## src/rtl/div_unit.sv

```systemverilog
`default_nettype none
// ============================================================================
// Module      : div_unit
// Description : Sequential restoring divider serving the DIV/DIVU
//               instructions. Takes one request at a time over a valid/ready
//               channel and runs DATA_WIDTH iterations. Quotient and
//               remainder are returned over a valid/ready channel and held
//               until the consumer accepts them.
//               Optional macro DIV_ZERO_FAST_EN: a zero divisor skips the
//               iterations and presents the forced result one cycle after
//               acceptance.
// Revision    : 1.0 - initial release
// ============================================================================
module div_unit #(
    parameter int DATA_WIDTH = 32
) (
    input  logic                  clk,
    input  logic                  resetn,
    input  logic                  in_valid,
    output logic                  in_ready,
    input  logic                  op_signed,
    input  logic [DATA_WIDTH-1:0] dividend,
    input  logic [DATA_WIDTH-1:0] divisor,
    output logic                  out_valid,
    input  logic                  out_ready,
    output logic [DATA_WIDTH-1:0] quotient,
    output logic [DATA_WIDTH-1:0] remainder,
    output logic                  div_by_zero
);

    localparam int CNT_W = $clog2(DATA_WIDTH);

    localparam logic [1:0]       c_IDLE     = 2'd0;
    localparam logic [1:0]       c_CALC     = 2'd1;
    localparam logic [1:0]       c_DONE     = 2'd2;
    localparam logic [CNT_W-1:0] c_CNT_LAST = CNT_W'(DATA_WIDTH - 1);

    logic [1:0]            r_state;
    logic [CNT_W-1:0]      r_cnt;
    logic                  r_op_signed;
    logic                  r_dvd_sign;
    logic                  r_dvs_sign;
    logic                  r_zero;
    logic [DATA_WIDTH-1:0] r_raw_dividend;
    logic [DATA_WIDTH-1:0] r_rem;
    logic [DATA_WIDTH-1:0] r_dvd;
    logic [DATA_WIDTH-1:0] r_dvs;
    logic [DATA_WIDTH-1:0] r_quotient;
    logic [DATA_WIDTH-1:0] r_remainder;
    logic                  r_div_by_zero;

    logic                  w_dvd_neg;
    logic                  w_dvs_neg;
    logic [DATA_WIDTH-1:0] w_dvd_mag;
    logic [DATA_WIDTH-1:0] w_dvs_mag;
    logic [DATA_WIDTH:0]   w_shifted;
    logic [DATA_WIDTH:0]   w_diff;
    logic                  w_fits;
    logic [DATA_WIDTH-1:0] w_rem_next;
    logic [DATA_WIDTH-1:0] w_quo_next;
    logic [DATA_WIDTH-1:0] w_quo_fix;
    logic [DATA_WIDTH-1:0] w_rem_fix;
    logic                  w_last;

    assign in_ready    = (r_state == c_IDLE);
    assign out_valid   = (r_state == c_DONE);
    assign quotient    = r_quotient;
    assign remainder   = r_remainder;
    assign div_by_zero = r_div_by_zero;

    // Operand sign extraction and magnitude conversion at acceptance
    always_comb begin
        w_dvd_neg = op_signed & dividend[DATA_WIDTH-1];
        w_dvs_neg = op_signed & divisor[DATA_WIDTH-1];
        w_dvd_mag = w_dvd_neg ? (~dividend + 1'b1) : dividend;
        w_dvs_mag = w_dvs_neg ? (~divisor + 1'b1) : divisor;
    end

    // One restoring iteration plus sign correction of the final step
    always_comb begin
        // The shifted partial remainder is one bit wider than the data so the
        // MSB of the difference is a clean borrow/sign indicator.
        w_shifted  = {r_rem, r_dvd[DATA_WIDTH-1]};
        w_diff     = w_shifted - {1'b0, r_dvs};
        w_fits     = ~w_diff[DATA_WIDTH];
        w_rem_next = w_fits ? w_diff[DATA_WIDTH-1:0] : w_shifted[DATA_WIDTH-1:0];
        w_quo_next = {r_dvd[DATA_WIDTH-2:0], w_fits};
        w_quo_fix  = (r_op_signed & (r_dvd_sign ^ r_dvs_sign)) ?
                     (~w_quo_next + 1'b1) : w_quo_next;
        // Remainder takes the sign of the dividend (truncating division).
        w_rem_fix  = (r_op_signed & r_dvd_sign) ? (~w_rem_next + 1'b1) : w_rem_next;
`ifdef DIV_ZERO_FAST_EN
        w_last     = (r_cnt == '0) | r_zero;
`else
        w_last     = (r_cnt == '0);
`endif
    end

    // Control FSM, datapath registers and held result registers
    always_ff @(posedge clk) begin
        if (!resetn) begin
            r_state        <= c_IDLE;
            r_cnt          <= '0;
            r_op_signed    <= 1'b0;
            r_dvd_sign     <= 1'b0;
            r_dvs_sign     <= 1'b0;
            r_zero         <= 1'b0;
            r_raw_dividend <= '0;
            r_rem          <= '0;
            r_dvd          <= '0;
            r_dvs          <= '0;
            r_quotient     <= '0;
            r_remainder    <= '0;
            r_div_by_zero  <= 1'b0;
        end else begin
            case (r_state)
                c_IDLE: begin
                    if (in_valid) begin
                        r_op_signed    <= op_signed;
                        r_dvd_sign     <= w_dvd_neg;
                        r_dvs_sign     <= w_dvs_neg;
                        r_zero         <= (divisor == '0);
                        r_raw_dividend <= dividend;
                        r_dvd          <= w_dvd_mag;
                        r_dvs          <= w_dvs_mag;
                        r_rem          <= '0;
                        r_cnt          <= c_CNT_LAST;
                        r_state        <= c_CALC;
                    end
                end
                c_CALC: begin
                    r_rem <= w_rem_next;
                    r_dvd <= w_quo_next;
                    if (w_last) begin
                        // A zero divisor overrides whatever the iterations produced.
                        r_quotient    <= r_zero ? '1 : w_quo_fix;
                        r_remainder   <= r_zero ? r_raw_dividend : w_rem_fix;
                        r_div_by_zero <= r_zero;
                        r_state       <= c_DONE;
                    end else begin
                        r_cnt <= r_cnt - 1'b1;
                    end
                end
                c_DONE: begin
                    if (out_ready) begin
                        r_state <= c_IDLE;
                    end
                end
                default: begin
                    r_state <= c_IDLE;
                end
            endcase
        end
    end

endmodule
`default_nettype wire

```

## config.mk

```make
export PLATFORM = sky130hd
export DESIGN_NAME = div_unit
export DESIGN_NICKNAME = d
export VERILOG_FILES = /design/src/rtl/div_unit.sv
export SDC_FILE = /design/constraint.sdc
export NUM_CORES = 1
export LEC_CHECK = 0
export BUFFER_PORTS_ARGS = -buffer_cell sky130_fd_sc_hd__buf_2
export CORE_MARGIN = 2
export CORE_UTILIZATION = 65
export CTS_BUF_LIST = sky130_fd_sc_hd__clkbuf_4 sky130_fd_sc_hd__clkbuf_8
export CTS_CLUSTER_SIZE = 10
export DETAILED_ROUTE_END_ITERATION = 6
export GPL_TIMING_DRIVEN = 0
export PLACE_DENSITY = 0.87
export SLEW_MARGIN = 20
export SYNTH_ARGS = -nofsm -noshare
export SYNTH_HDL_FRONTEND = slang
export SYNTH_SLANG_ARGS = --single-unit
```

## constraint.sdc

```tcl
create_clock -name clk -period 13.55 [get_ports clk]
set_input_delay 2.71 -clock clk [delete_from_list [all_inputs] [get_ports clk]]
set_output_delay 2.71 -clock clk [all_outputs]
set_load 0.1 [all_outputs]
```

==> impl_metrics.toml, run 1 <==
[placement]
port_buffers = 135
gp_congestion = 0.9886
dpl.hpwl_um = 33730
dpl.cell_count = 2066

[yosys]
yosysWarnings = 0
synth_fp_nets = 1774
synthArstFlopShare = 0
syn_avg_cell_area_um2 = 7.703
yosysMostFrequentCell = "nor2_1"
yosysTopAreaCellShare = 0.3182
synthTopCellsByCount = "nor2_1 (206), dfxtp_1 (204), nand2_1 (193)"
synthesis.area_mm2 = 0.01283
synth_top_cell_by_area = "dfxtp_1"
synth_edf_count = 0
syn_inst = 1666
ys_types = 93
yosysSeqAreaShare = 0.3182
ys.flop_type = "dfxtp_1"
yosys-top-cells-area = "dfxtp_1 (32%), a21oi_1 (7.2%), nor2_1 (6.0%)"
ys_seq_elements = 204

[floorplanning]
start_util = 0.6616
dieArea_mm2 = 0.02088
coreArea_mm2 = 0.01940
die-height_um = 144.5
ios = 136
die_w_um = 144.5
num_rows = 51

[route]
viasPerCell = 6.510
highest_layer = "met4"
wl_um = 44290
vias = 13860
dr.pass1.iters = 7
met3_length_um = 5954
dr.first_iter.drc_count = 1924
drt-met1-wl_um = 18630
wl_met2_um = 18100
wl_per_cell_um = 20.80
final_antenna_net_count = 0
drc = 37

[global_route]
grt_max_degree = 11
grt_pass1_wl_um = 66520
grt.overflow.total = 0
grt_pass1_vias = 12270
antenna_found_initial = 0
track_usage = 0.4120

[status]
status = "finished, violations left"
violations = "DRC"

[layout]
drive_gt1_frac = 0.1422
diodes = 0
fin_cells = 2129
nets = 1947
area_growth_syn_to_layout_pct = 13.58
final_core_utilization = 0.7514

[clock_tree]
clock_latency_ns = 0.53
numCtsBuffers = 36
clockBufferDepth = 3
cts_hold_buf = 0
htree_levels = 2
clk_pin_slew_ns = 0.07
cts_root_buffer = "clkbuf_8"
clock-sinks = 204
cts_setup_buffers = 0
cts_tree = "yes"
cts_resized = 0

[timing]
worst_pin_slew_ns = 1.088
period_share = 0.4559
skew_ns = 0.01692
max-slew-margin-rel = 0.2680
min_period_ns = 6.178
finalSetupTns_ns = 0
hold_viol_final = 0
drv_slew = 0
rsz0062_at_grt = "no"
setup_violations = 0
fmax_mhz = 161.9

[worst_setup_path]
worst_setup_path_end_kind = "flip-flop"
worstSetupStartpointType = "flip-flop"
path_class = "flip-flop to flip-flop"
cp.required_ns = 13.92
cp_max_fo = 10
cp.arrival_ns = 6.55

[power]
fin_total_pwr_uw = 1769
ir_worst_vdd_uv = 104.1
p_leak_uw = 0.005876
power_density_mw_per_mm2 = 121.4

[min_path]
hold_path.class = "flip-flop to flip-flop"

[job]
cap_violations = 0
-- per-layer routing --
layer  GRT usage  vias to the layer above
met5           0                        -
met4      0.1451                        0
met3      0.1007                      125
met2      0.5907                      905
met1      0.5993                     6480
li1            -                     6350
-- area by class of cell --
type	count	area, um^2
clock buffers	58	704.4
plain buffers	108	465.4
flip-flops and latches	204	4084
fillers	1641	4822
inverters	59	226.5
multi-input cells	1295	8058
clock inverters	5	31.28
repair buffers	135	675.6
well taps	265	331.6
-- path summary, 6_finish.rpt --
check	startpoint	end	slack (ns)	cells past startpoint
setup reg to reg	r_dvd[31]$_SDFFE_PN0P_	remainder[28]$_SDFFE_PN0P_	7.37	25
hold / removal	r_raw_dividend[1]$_SDFFE_PN0P_	r_raw_dividend[1]$_SDFFE_PN0P_	0.46	2
hold reg to reg	r_raw_dividend[1]$_SDFFE_PN0P_	r_raw_dividend[1]$_SDFFE_PN0P_	0.46	2
setup / recovery	r_dvd[31]$_SDFFE_PN0P_	remainder[28]$_SDFFE_PN0P_	7.37	25
-- state kept, by name (all words and copies together), names as in the netlist --
register	count
r_op_signed	1
r_dvs	32
div_by_zero	1
quotient	32
r_state	2
r_dvd_sign	1
r_dvd	32
remainder	32
r_zero	1
r_cnt	5
r_raw_dividend	32
r_rem	32
r_dvs_sign	1
-- cells by family (layout without fill, tap and decap cells) --
logic type      after synthesis  in the layout  synth area share
simple gates                579            579            0.2061
compound gates              518            518            0.2682
flops                       204            204            0.3182
buf+inv                     167            365           0.05391
xor+xnor                    129            129           0.08804
fa+ha+maj                    39             39           0.03861
mux                          30             30           0.02691
-- cells in the final DEF, fill, tap and decap left out, drive strengths merged, types with 9 or more instances in the layout --
master  instances
nor2          208
a311oi         11
buf           159
o21ai         104
nand4          12
o211ai         15
nor3           37
o31ai          27
o21a            9
nor2b          10
a222oi         31
xor2           55
ha             38
a21oi         190
xnor2          74
a22oi          12
inv            60
or3            25
clkbuf        142
a211oi         41
dfxtp         204
mux2           10
nand2         194
and2           12
nor4           15
a31oi          19
mux2i          20
nand3          30
-- metrics by stage --
| stage | setup slack, ns | hold slack, ns | area (um^2) |
|---|---|---|---|
| 6_report | 7.372 | 0.4563 | 14580 |
| 5_1_grt | 7.142 | 0.4661 | 14580 |
| 4_1_cts | 7.658 | 0.4561 | 14580 |
| 3_5_place_dp | 7.696 | 0.4478 | 13840 |
| 3_3_place_gp | 7.666 | 0.4408 | 13840 |
| 2_1_floorplan | 8.448 | 0.4319 | 12830 |
-- report_power, final --
| group | switching (uW) | internal [uW] |
|---|---|---|
| logic | 356 | 143 |
| registers | 35.0 | 642 |
| clock network | 264 | 329 |
-- worst max-delay path: stages, from the launching register on --
cell and delay, ns:
dfxtp_1 0.37, inv_1 0.08, ha_1 0.20, inv_1 0.07, fa_1 0.43, a211oi_2 0.28
o211ai_2 0.16, nand3_1 0.23, a211oi_4 0.13, nor3_4 0.48, nor2_8 0.11, inv_6 0.13
buf_6 0.19, buf_6 0.21, buf_2 0.35, nor2_1 0.07, a21oi_1 0.34, ha_1 0.29
nor3b_1 0.31, nand2_1 0.12, nor3_1 0.39, mux2i_4 0.25, nor3_2 0.38, a311oi_1 0.14
a41oi_1 0.18, o22ai_1 0.10
Power figures use the tool's default switching activity.
==> run 2: changes to the inputs <==
- CORE_UTILIZATION: 65 -> 62
- PLACE_DENSITY: 0.87 -> 0.83
- clock period: 13.55 -> 6.25 ns (I/O delays scaled with it)
==> impl_metrics.toml, run 2 (synthesis gave the netlist of run 1 again) <==
[route]
drc = 24
dr.pass1.iters = 7
wl_per_cell_um = 20.54
dr.first_iter.drc_count = 1948
final_antenna_net_count = 0
wl_um = 43820
vias = 13900
viasPerCell = 6.517

[placement]
placed_cell_area_mm2 = 0.01385
post-place-ws_ns = 0.3561
gp_congestion = 1.030
dpl.hpwl_um = 33510
port_buffers = 135

[timing]
skew_ns = 0.03820
rsz0062_at_grt = "no"
layout_setup_ws_ns = 0.2572
drv_slew = 0
hold_ws_ns = 0.4518
finalSetupTns_ns = 0
fmax_mhz = 166.9
period_share = 0.9588
min_period_ns = 5.993
worst_pin_slew_ns = 0.8952
max-slew-margin-rel = 0.4032
hold_viol_final = 0
setup_violations = 0

[global_route]
track_usage = 0.3933
grt_pass1_vias = 12600
grt_max_degree = 11
grt.overflow.total = 0
grt_pass1_wl_um = 68120
antenna_found_initial = 0

[job]
cap_violations = 0

[floorplanning]
dieArea_mm2 = 0.02187
ios = 136
die-height_um = 147.9
coreArea_mm2 = 0.02030
die_w_um = 147.9
num_rows = 52
start_util = 0.6322

[power]
power_density_mw_per_mm2 = 268.2
p_switching_uw = 1410
pwr-share-clk = 0.354
p_leak_uw = 0.005909
seq_power_share = 0.373
ir_worst_vdd_uv = 177.6
intPower_uw = 2523
p_sw_frac = 0.3585
pwr-share-comb = 0.273

[worst_setup_path]
cp_max_fo = 10
worst_setup_path_end_kind = "flip-flop"
critPathSlowestCell = "dfxtp_1"
worstSetupStartpointType = "flip-flop"
critPathMaxStageDelay_ns = 0.45
path_class = "flip-flop to flip-flop"
cp.required_ns = 6.74
cp.arrival_ns = 6.48

[layout]
layout_commonest_cell = "nor2_1"
final_area_mm2 = 0.01467
diodes = 0
area_growth_syn_to_layout_pct = 14.28
mostFrequentLayoutCells = "nor2_1 (206), dfxtp_1 (204), nand2_1 (193)"
nets = 1948
drive_gt1_frac = 0.1428

[clock_tree]
clock_latency_ns = 0.56
cts_root_buffer = "clkbuf_8"
numCtsBuffers = 36
clockBufferDepth = 3
clock-sinks = 204
clk_pin_slew_ns = 0.06
cts_tree = "yes"
htree_levels = 2

[min_path]
hold_path.class = "flip-flop to flip-flop"

[status]
status = "finished, violations left"
violations = "DRC"
==> run 2: cell count changes in the layout (fill, tap and decap cells not counted), sizes merged <==
cell    change
clkinv      -1
buf         +1
bufinv      +3
clkbuf      -4
==> run 2: layout make-up <==
class                   count  area [um^2]
multi-input cells        1295         8073
fillers                  1697         5633
flip-flops and latches    204         4084
repair buffers            136        683.2
clock buffers              54        680.7
plain buffers             108        465.4
well taps                 270        337.8
inverters                  59        226.5
clock inverters             7        116.4
==> run 2: timing repair <==
action,4_1_cts,5_1_grt
endpoints found under the setup margin,0,8
resized for setup,0,3
hold buffers,0,0
setup buffers,0,1
==> run 2: stage by stage <==
step           instances  total power (uW)  utilization
5_1_grt             2133              4077       0.7225
3_3_place_gp        2071              2508       0.6821
2_1_floorplan       1666              2253            -
4_1_cts             2132              3896       0.7214
6_report            2133              3934       0.7225
3_5_place_dp        2071              2528       0.6821
==> run 2: path summary, 6_finish.rpt <==
path                           from                          to  depth (start not counted)  slack [ns]
min reg2reg  r_dvs[31]$_SDFFE_PN0P_      r_dvs[31]$_SDFFE_PN0P_                          2        0.45
min          r_dvs[31]$_SDFFE_PN0P_      r_dvs[31]$_SDFFE_PN0P_                          2        0.45
max reg2reg  r_dvd[31]$_SDFFE_PN0P_  remainder[18]$_SDFFE_PN0P_                         25        0.26
max          r_dvd[31]$_SDFFE_PN0P_  remainder[18]$_SDFFE_PN0P_                         25        0.26
==> run 2: worst max-delay path: cells and delay by family, from the launching register on <==
family / cells / cell delay (ns)
and+or+nand+nor: 5 / 0.96
muxes: 1 / 0.22
AOI/OAI and AO/OA: 9 / 2.38
DFF: 1 / 0.45
buffers and inverters: 6 / 1.03
xor gates and xnor gates: 1 / 0.14
adders and majority gates: 3 / 0.72
==> run 2: power groups by stage <==
stage | logic [uW] | clock network (uW) | registers, uW
floorplan | 605 | 0 | 1650
global placement | 1020 | 0 | 1490
detailed placement | 1040 | 0 | 1490
CTS | 1040 | 1390 | 1460
global route | 1150 | 1450 | 1480
finish | 1070 | 1390 | 1470
==> run 2: layer usage <==
| metal | global-route usage | vias up | wire (um) | share of wire |
|---|---|---|---|---|
| li1 | - | 6345 | - | - |
| met1 | 0.5684 | 6525 | 18340 | 0.42 |
| met2 | 0.5774 | 902 | 18290 | 0.42 |
| met3 | 0.09259 | 128 | 5642 | 0.13 |
| met4 | 0.1305 | 0 | 1544 | 0.035 |
| met5 | 0 | - | 0 | 0 |
